`src/rtl/alu_pkg.sv`:
```
// Shared ALU definitions: fixed-point format, reciprocal FSM states
// and sign-magnitude field extraction.
package alu_pkg;

   localparam int WIDTH   = 24;
   localparam int FRAC    = 14;
   localparam int ONE_FX  = 1 << FRAC;
   localparam int MAG_MAX = (1 << (WIDTH - 1)) - 1;

   typedef enum logic [1:0] {
      IDLE,
      DIV,
      FIN,
      DONE
   } recip_state_t;

   typedef struct packed {
      logic             sgn;
      logic [WIDTH-2:0] mag;
   } sm_t;

   function automatic sm_t sm_split(input logic [WIDTH-1:0] v);
      sm_t f;
      f.sgn = v[WIDTH-1];
      f.mag = v[WIDTH-2:0];
      return f;
   endfunction

endpackage

```
`src/rtl/recip_divstep.sv`:
```
// One restoring-division step: shift in a dividend bit, trial-subtract
// the divisor, keep the difference only when it does not underflow.
module recip_divstep #(
   parameter int W = 24
) (
   input  logic [W-1:0] rem,
   input  logic         d,
   input  logic [W-2:0] mag,
   output logic [W-1:0] rem_nx,
   output logic         q_bit
);

   logic [W:0]   shifted;
   logic [W-1:0] trial;

   assign shifted = {rem, d};
   assign q_bit   = (shifted >= {2'b00, mag});
   // rem < mag is invariant, so the low W bits hold the full difference
   assign trial   = shifted[W-1:0] - {1'b0, mag};
   assign rem_nx  = q_bit ? trial : shifted[W-1:0];

endmodule

```
`src/rtl/alu_recip_s9_14.sv`:
```
// Iterative S9.14 reciprocal: 2^(2*FRAC) / |R|, one quotient bit per
// cycle, then saturate and re-attach the sign.
module alu_recip_s9_14
   import alu_pkg::*;
#(
   parameter int WIDTH = 24,
   parameter int FRAC  = 14
) (
   input  logic             clk,
   input  logic             rst,
   input  logic             start,
   input  logic [WIDTH-1:0] R,
   output logic [WIDTH-1:0] result,
   output logic             sign,
   output logic             cont,
   output logic             busy,
   output logic             sat
);

   localparam int QBITS = 2 * FRAC + 1;
   localparam int CW    = $clog2(QBITS);

   recip_state_t     state;
   sm_t              op;
   logic             sgn;
   logic [WIDTH-2:0] mag;
   logic [WIDTH-1:0] rem;
   logic [WIDTH-1:0] rem_nx;
   logic [QBITS-1:0] q;
   logic [CW-1:0]    cnt;
   logic             d;
   logic             q_bit;

   assign op   = sm_split(R);
   // the dividend is a single 1 at its top bit
   assign d    = (cnt == CW'(QBITS - 1));
   assign sign = result[WIDTH-1];

   recip_divstep #(.W(WIDTH)) u_step (
      .rem    (rem),
      .d      (d),
      .mag    (mag),
      .rem_nx (rem_nx),
      .q_bit  (q_bit)
   );

   always_ff @(posedge clk) begin
      if (!rst) begin
         state  <= IDLE;
         result <= '0;
         cont   <= 1'b0;
         busy   <= 1'b0;
         sat    <= 1'b0;
         sgn    <= 1'b0;
         mag    <= '0;
         rem    <= '0;
         q      <= '0;
         cnt    <= '0;
      end else begin
         unique case (state)
            IDLE, DONE: begin
               if (start) begin
                  sgn   <= op.sgn;
                  mag   <= op.mag;
                  rem   <= '0;
                  q     <= '0;
                  cnt   <= CW'(QBITS - 1);
                  cont  <= 1'b0;
                  busy  <= 1'b1;
                  state <= DIV;
               end
            end
            DIV: begin
               rem <= rem_nx;
               q   <= {q[QBITS-2:0], q_bit};
               if (cnt == '0) state <= FIN;
               else cnt <= cnt - 1'b1;
            end
            FIN: begin
               if (mag == '0 || q > QBITS'(MAG_MAX)) begin
                  result <= {sgn, {(WIDTH-1){1'b1}}};
                  sat    <= 1'b1;
               end else begin
                  result <= {sgn, q[WIDTH-2:0]};
                  sat    <= 1'b0;
               end
               cont  <= 1'b1;
               busy  <= 1'b0;
               state <= DONE;
            end
            default: state <= IDLE;
         endcase
      end
   end

endmodule
```
`config.mk`:
```
export PLATFORM = sky130hd
export DESIGN_NAME = alu_recip_s9_14
export DESIGN_NICKNAME = d
export VERILOG_FILES = /design/src/rtl/alu_pkg.sv /design/src/rtl/recip_divstep.sv /design/src/rtl/alu_recip_s9_14.sv
export SDC_FILE = /design/constraint.sdc
export NUM_CORES = 1
export LEC_CHECK = 0
export BUFFER_PORTS_ARGS = -buffer_cell sky130_fd_sc_hd__buf_4
export CORE_MARGIN = 8
export CORE_UTILIZATION = 62
export CTS_CLUSTER_SIZE = 16
export DETAILED_ROUTE_END_ITERATION = 12
export GPL_ROUTABILITY_DRIVEN = 0
export PLACE_DENSITY = 0.86
export SLEW_MARGIN = 0
export SYNTH_ARGS = -nofsm -noshare
export SYNTH_HDL_FRONTEND = slang
export SYNTH_SLANG_ARGS = --single-unit
export TNS_END_PERCENT = 1
```
`constraint.sdc`:
```
create_clock -name clk -period 8.9 [get_ports clk]
set_input_delay 1.78 -clock clk [delete_from_list [all_inputs] [get_ports clk]]
set_output_delay 1.78 -clock clk [all_outputs]
set_load 0.03 [all_outputs]
```
; Word-level counts from Yosys, hierarchy flattened
; Index checks and enable logic that the tools add are counted.
[word_totals]
register_bits = 111
in_bits = 27
output_inout_bits = 28
wordCells = 50
[op_classes]
add_sub_neg = 2
order_cmp = 2
n_eq_ne = 7
mux = 17
reduce_logical = 12
[op_table]
columns = operator, count
row1 = $pmux 29 s2, 1
row2 = $mux 24, 2
row3 = $pmux 24 s2, 1
row4 = $gt 29x23->1 const B, 1
row5 = $mux 29, 1
row6 = $ge 25x23->1, 1
row7 = $sub 24x23->24, 1
row8 = $logic_not 23->1, 1
row9 = $mux 23, 1
row10 = $mux 5, 2
row11 = $pmux 5 s2, 1
row12 = $reduce_and 2->1, 4
row13 = $ne 2x2->1 const B, 3
row14 = $pmux 2 s3, 1
row15 = $eq 5x5->1 const B, 1
row16 = $logic_not 5->1, 1
row17 = $sub 5x1->5 const B, 1
row18 = $eq 2x2->1 const B, 2
row19 = $mux 2, 2
row20 = $pmux 1 s2, 2
row21 = $reduce_bool 2->1, 2
row22 = $mux 1, 3
row23 = $reduce_and 3->1, 1
row24 = $eq 2x1->1 const B, 1
row25 = other kinds (3), 3

; Depth between registers and ports, before layout
[logic_depth]
depth_word = 4
mapped_depth = 14
ltp_nobuf = 13

; Hierarchy
; A second synthesis with hierarchy kept.
[hier_totals]
cells_unflattened = 672
hier_area_um2 = 5759.3
[modules_own_cells]
columns = module, instances, cells_per_inst, area_each_um2, seq_area_each_um2
row1 = alu_recip_s9_14, 1, 418, 3992.6, 2222.1
row2 = recip_divstep, 1, 254, 1766.7, 0.0

; Worst setup path after synthesis
; No wires, ideal clock.
[synth_timing]
path_type = input-to-reg
start = input port start
end = register rem[11]
setup_ns = 0.071
t_arrival_ns = 3.139
t_required_ns = 8.829
slack_ns = 5.691
path_stages = 9
n_path_buf = 3
cell_sequence = and2_1 > clkbuf_1 > a21oi_1 > and2_1 > clkbuf_1 > clkbuf_1 > nand2_1 > o31ai_1 > o21bai_1
[synth_via]
elab_chain_cells = 2
[synth_lines]
columns = element, line_no
row1 = "start, declared", alu_recip_s9_14.sv:11  ; input logic start,
row2 = $ne 2x2->1 (no source line), -
row3 = $reduce_and 2->1 (no source line), -
row4 = "end signal, assigned", alu_recip_s9_14.sv:74  ; rem <= rem_nx;
row5 = "end, declared", alu_recip_s9_14.sv:27  ; logic [WIDTH-1:0] rem;
; Every way passes these cells.
; A chain may end at the register's enable or synchronous reset.

; Final worst setup path
[layout_timing]
start = register cnt[0]
end = register rem[16]
[layout_via]
elab_chain_cells = 4
elab_cells_between_ends = 5
classes_between = 1 x add/sub / 1 x order compare / 1 x eq/ne / 2 x mux
[layout_lines]
columns = element, line_no
row1 = "start, declared", alu_recip_s9_14.sv:30  ; logic [CW-1:0] cnt;
row2 = "start signal, assigned", alu_recip_s9_14.sv:67  ; cnt <= CW'(QBITS - 1);
row3 = "start signal, assigned", alu_recip_s9_14.sv:77  ; else cnt <= cnt - 1'b1;
row4 = $eq 5x5->1 (*), alu_recip_s9_14.sv:36  ; assign d = (cnt == CW'(QBITS - 1));
row5 = $sub 24x23->24 / $ge 25x23->1 (equally long branches), "recip_divstep.sv:19, recip_divstep.sv:17"
row6 = $mux 24 (*), recip_divstep.sv:20  ; assign rem_nx = q_bit ? trial : shifted[W-1:0];
row7 = $pmux 24 s2 (*), alu_recip_s9_14.sv:60  ; unique case (state)
; Mark *: on every way between the ends. The rest lies on a longest branch, timed or not.

==> results.md <==
* Setup Viol. Count Final at 0
* Number of DRC markers in iteration 0 at 404
* DRC at 0
* Detail Placement HPWL at 9.766 mm
* Most common cell after layout, fill and taps aside: dfxtp_1
* Grt ovf at 0
* H-Tree Depth at 3
* RSZ-0062 raised after global routing: no
* Final hold violations at 0
* Register area share after synthesis at 0.4005
* Synth top area share at 0.4005
* Hold worst-path end: sgn
* Setup TNS at 0 ps
* Worst R2R Path Depth at 12
* Prevailing post-synth register cell: dfxtp_1
* Worst-Margin Slew at 1194 ps
* LEAKAGE at 2.504 nW
* TritonRoute pass-1 iters at 5
* Clock Sinks at 111
* Slew headroom at 0.2039
* Via count at 5133
* Period utilization at 0.4533
* Largest net degree at the start of global routing at 50
* Yosys reg bits at 111
* Nets at 741
* CP Class: flip-flop to flip-flop
* Fmax at 247.9 MHz
* Mapped Cells at 661
* Count of input and output buffers at 54
* Initial antenna violation count at 0
* Die H at 110.6 um
* GRT Overall Usage at 0.2227
* Mapped Avg Cell Area at 8.393 um2
* Peak supply drop at 239.9 uV
* Worst-Skew Late Latency at 370 ps
* Area grow syn2layout at 10.46%
* Flop2flop setup slack at 4870 ps
* Die extent in x at 110.6 um
* Nature of the critical path endpoint: flip-flop
* Avg Vias per Cell at 6.432
* ANT cells at 0
* Synthesized Nets at 717
* CTS tree: built
* Vias in the first global route at 5071
* Max_cap viols at 0
* Reg-to-Reg End: rem[16]
* CORE AREA at 0.008721 mm2
* Synth warn at 0
* Die area at 0.01223 mm2
* CTS Root Cell: clkbuf_8
* EDFF count, synth at 0
* Pwr dens at 420.8 mW/mm2
* Most frequent cells in the layout: 111 x dfxtp_1, 100 x nand2_1, 59 x nor2_1, 58 x buf_4, 50 x a21oi_1
* Post-Route Utilization at 0.7027
* Post-synth top area cell: dfxtp_1
* Min cycle time layout at 4034 ps
* Req. time, crit path at 9120 ps
* Hold Crit Depth at 2
* Layout cells sized above 1 at 0.1478
* Routed wire length at 13.85 mm
* RR Startpoint: cnt[0]
* Tot Pwr at 2.579 mW
* Post-CTS Setup Bufs at 0
* CP Data Arrival Time at 4260 ps
* Mapped cell area at 0.005548 mm2
* Hold Path Class: flip-flop to flip-flop
* Ports at 55
* CP startpoint kind: flip-flop
* Max FO, Critical Path at 29
* Row count at 34
* Hold buffers post-CTS at 0
* Clock Tree Buf Depth at 2
* First-pass GRT wire length at 23.72 mm
* CTS resizes at 0
* Antenna Violating Nets Remaining at 0
* Run status: finished, final reports clean
* Fillers at 664
* Hold Crit Start: sgn
* Initial Utilization at 0.6362
* Clk slew on worst S/H paths at 120 ps
* Final Max Tran Viols at 0
* Final setup skew at 12.23 ps
* WL per Instance at 17.35 um
* Ys async rst share at 0
* Number of distinct library cells after synthesis at 58
* Top cells by area, synth: dfxtp_1 40%, nand2_1 6.8%, ha_1 6.3%, o221a_2 4.7%, a21oi_1 4.6%
* CTS Buf Count at 9
layer usage:
metal | up-vias | global-route usage | part of all wire
met4 | 0 | 0.09459 | 0.031
li1 | 2417 | - | -
met3 | 41 | 0.04113 | 0.066
met2 | 213 | 0.3744 | 0.48
met1 | 2462 | 0.2716 | 0.42
met5 | - | 0 | 0
area by class of cell:
type | count | area, um2 | area share
multi-input cells | 471 | 2999 | 0.4894
flip-flops and latches | 111 | 2222 | 0.3626
repair buffers | 58 | 435.4 | 0.07105
well taps | 108 | 135.1 | 0.02205
inverters | 34 | 127.6 | 0.02082
clock buffers | 9 | 123.9 | 0.02021
clock inverters | 7 | 85.08 | 0.01388
worst max-delay path by stage:
stage,depth (start not counted),endpoint,from,slack (ps)
2_1_floorplan,9,rem[11],start,5690
3_3_place_gp,5,rem[23],start,5090
3_5_place_dp,5,rem[23],start,4940
4_1_cts,12,rem[16],cnt[0],4990
5_1_grt,12,rem[16],cnt[0],4630
6_report,12,rem[16],cnt[0],4870
worst max-delay path, stage by stage, from the launching register on:
cell	delay [ps]
dfxtp_1	350
inv_1	90
ha_1	160
nand4_1	180
ha_1	280
inv_1	80
a21oi_1	70
o21ai_1	280
a21oi_1	190
o21ai_1	390
o21a_1	870
or2_1	710
o211ai_1	230
stage by stage:
stage	std cells	instance area, um2	hold WS (ps)	setup WS (ps)
after floorplan	661	5548	436.0	5691
after global placement	782	5919	450.5	5085
after detailed placement	782	5919	458.5	4941
after CTS	798	6128	474.6	4986
after global routing	798	6128	486.7	4631
final	798	6128	473.9	4866
report_power, final:
group	total, mW	switching (mW)	internal, mW
combinational	1.58	1.01	0.571
clock	0.304	0.190	0.114
sequential	0.693	0.0870	0.606
total	2.58	1.29	1.29
state kept, by name (all words and copies together) (netlist names):
register / flops
state: 2
result: 24
cnt: 5
q: 29
rem: 24
sat: 1
cont: 1
sgn: 1
busy: 1
mag: 23
synthesized netlist by cell type (4+ instances only):
cell type and number:
a21oi_1 51, nor2b_1 5, nor2_1 59, a221o_1 9
o2111ai_1 4, nand3_1 5, ha_1 28, xor2_1 15
dfxtp_1 111, o21bai_1 5, nor4_1 9, or3_1 7
o211ai_1 15, a22oi_1 29, xnor2_1 5, nand4_1 6
clkbuf_1 34, o221a_2 23, o21ai_0 16, buf_2 6
inv_1 33, a21o_1 12, and2_1 6, nand2_1 100
nor3_1 15
cells by family after synthesis:
| kind of cell | share of synthesized area |
|---|---|
| AOI/OAI and AO/OA | 0.2551 |
| xor gates and xnor gates | 0.03157 |
| adders and majority gates | 0.06676 |
| buffers and inverters | 0.05954 |
| DFF | 0.4005 |
| muxes | 0.003609 |
| and+or+nand+nor | 0.1829 |
Power figures use the tool's default switching activity.
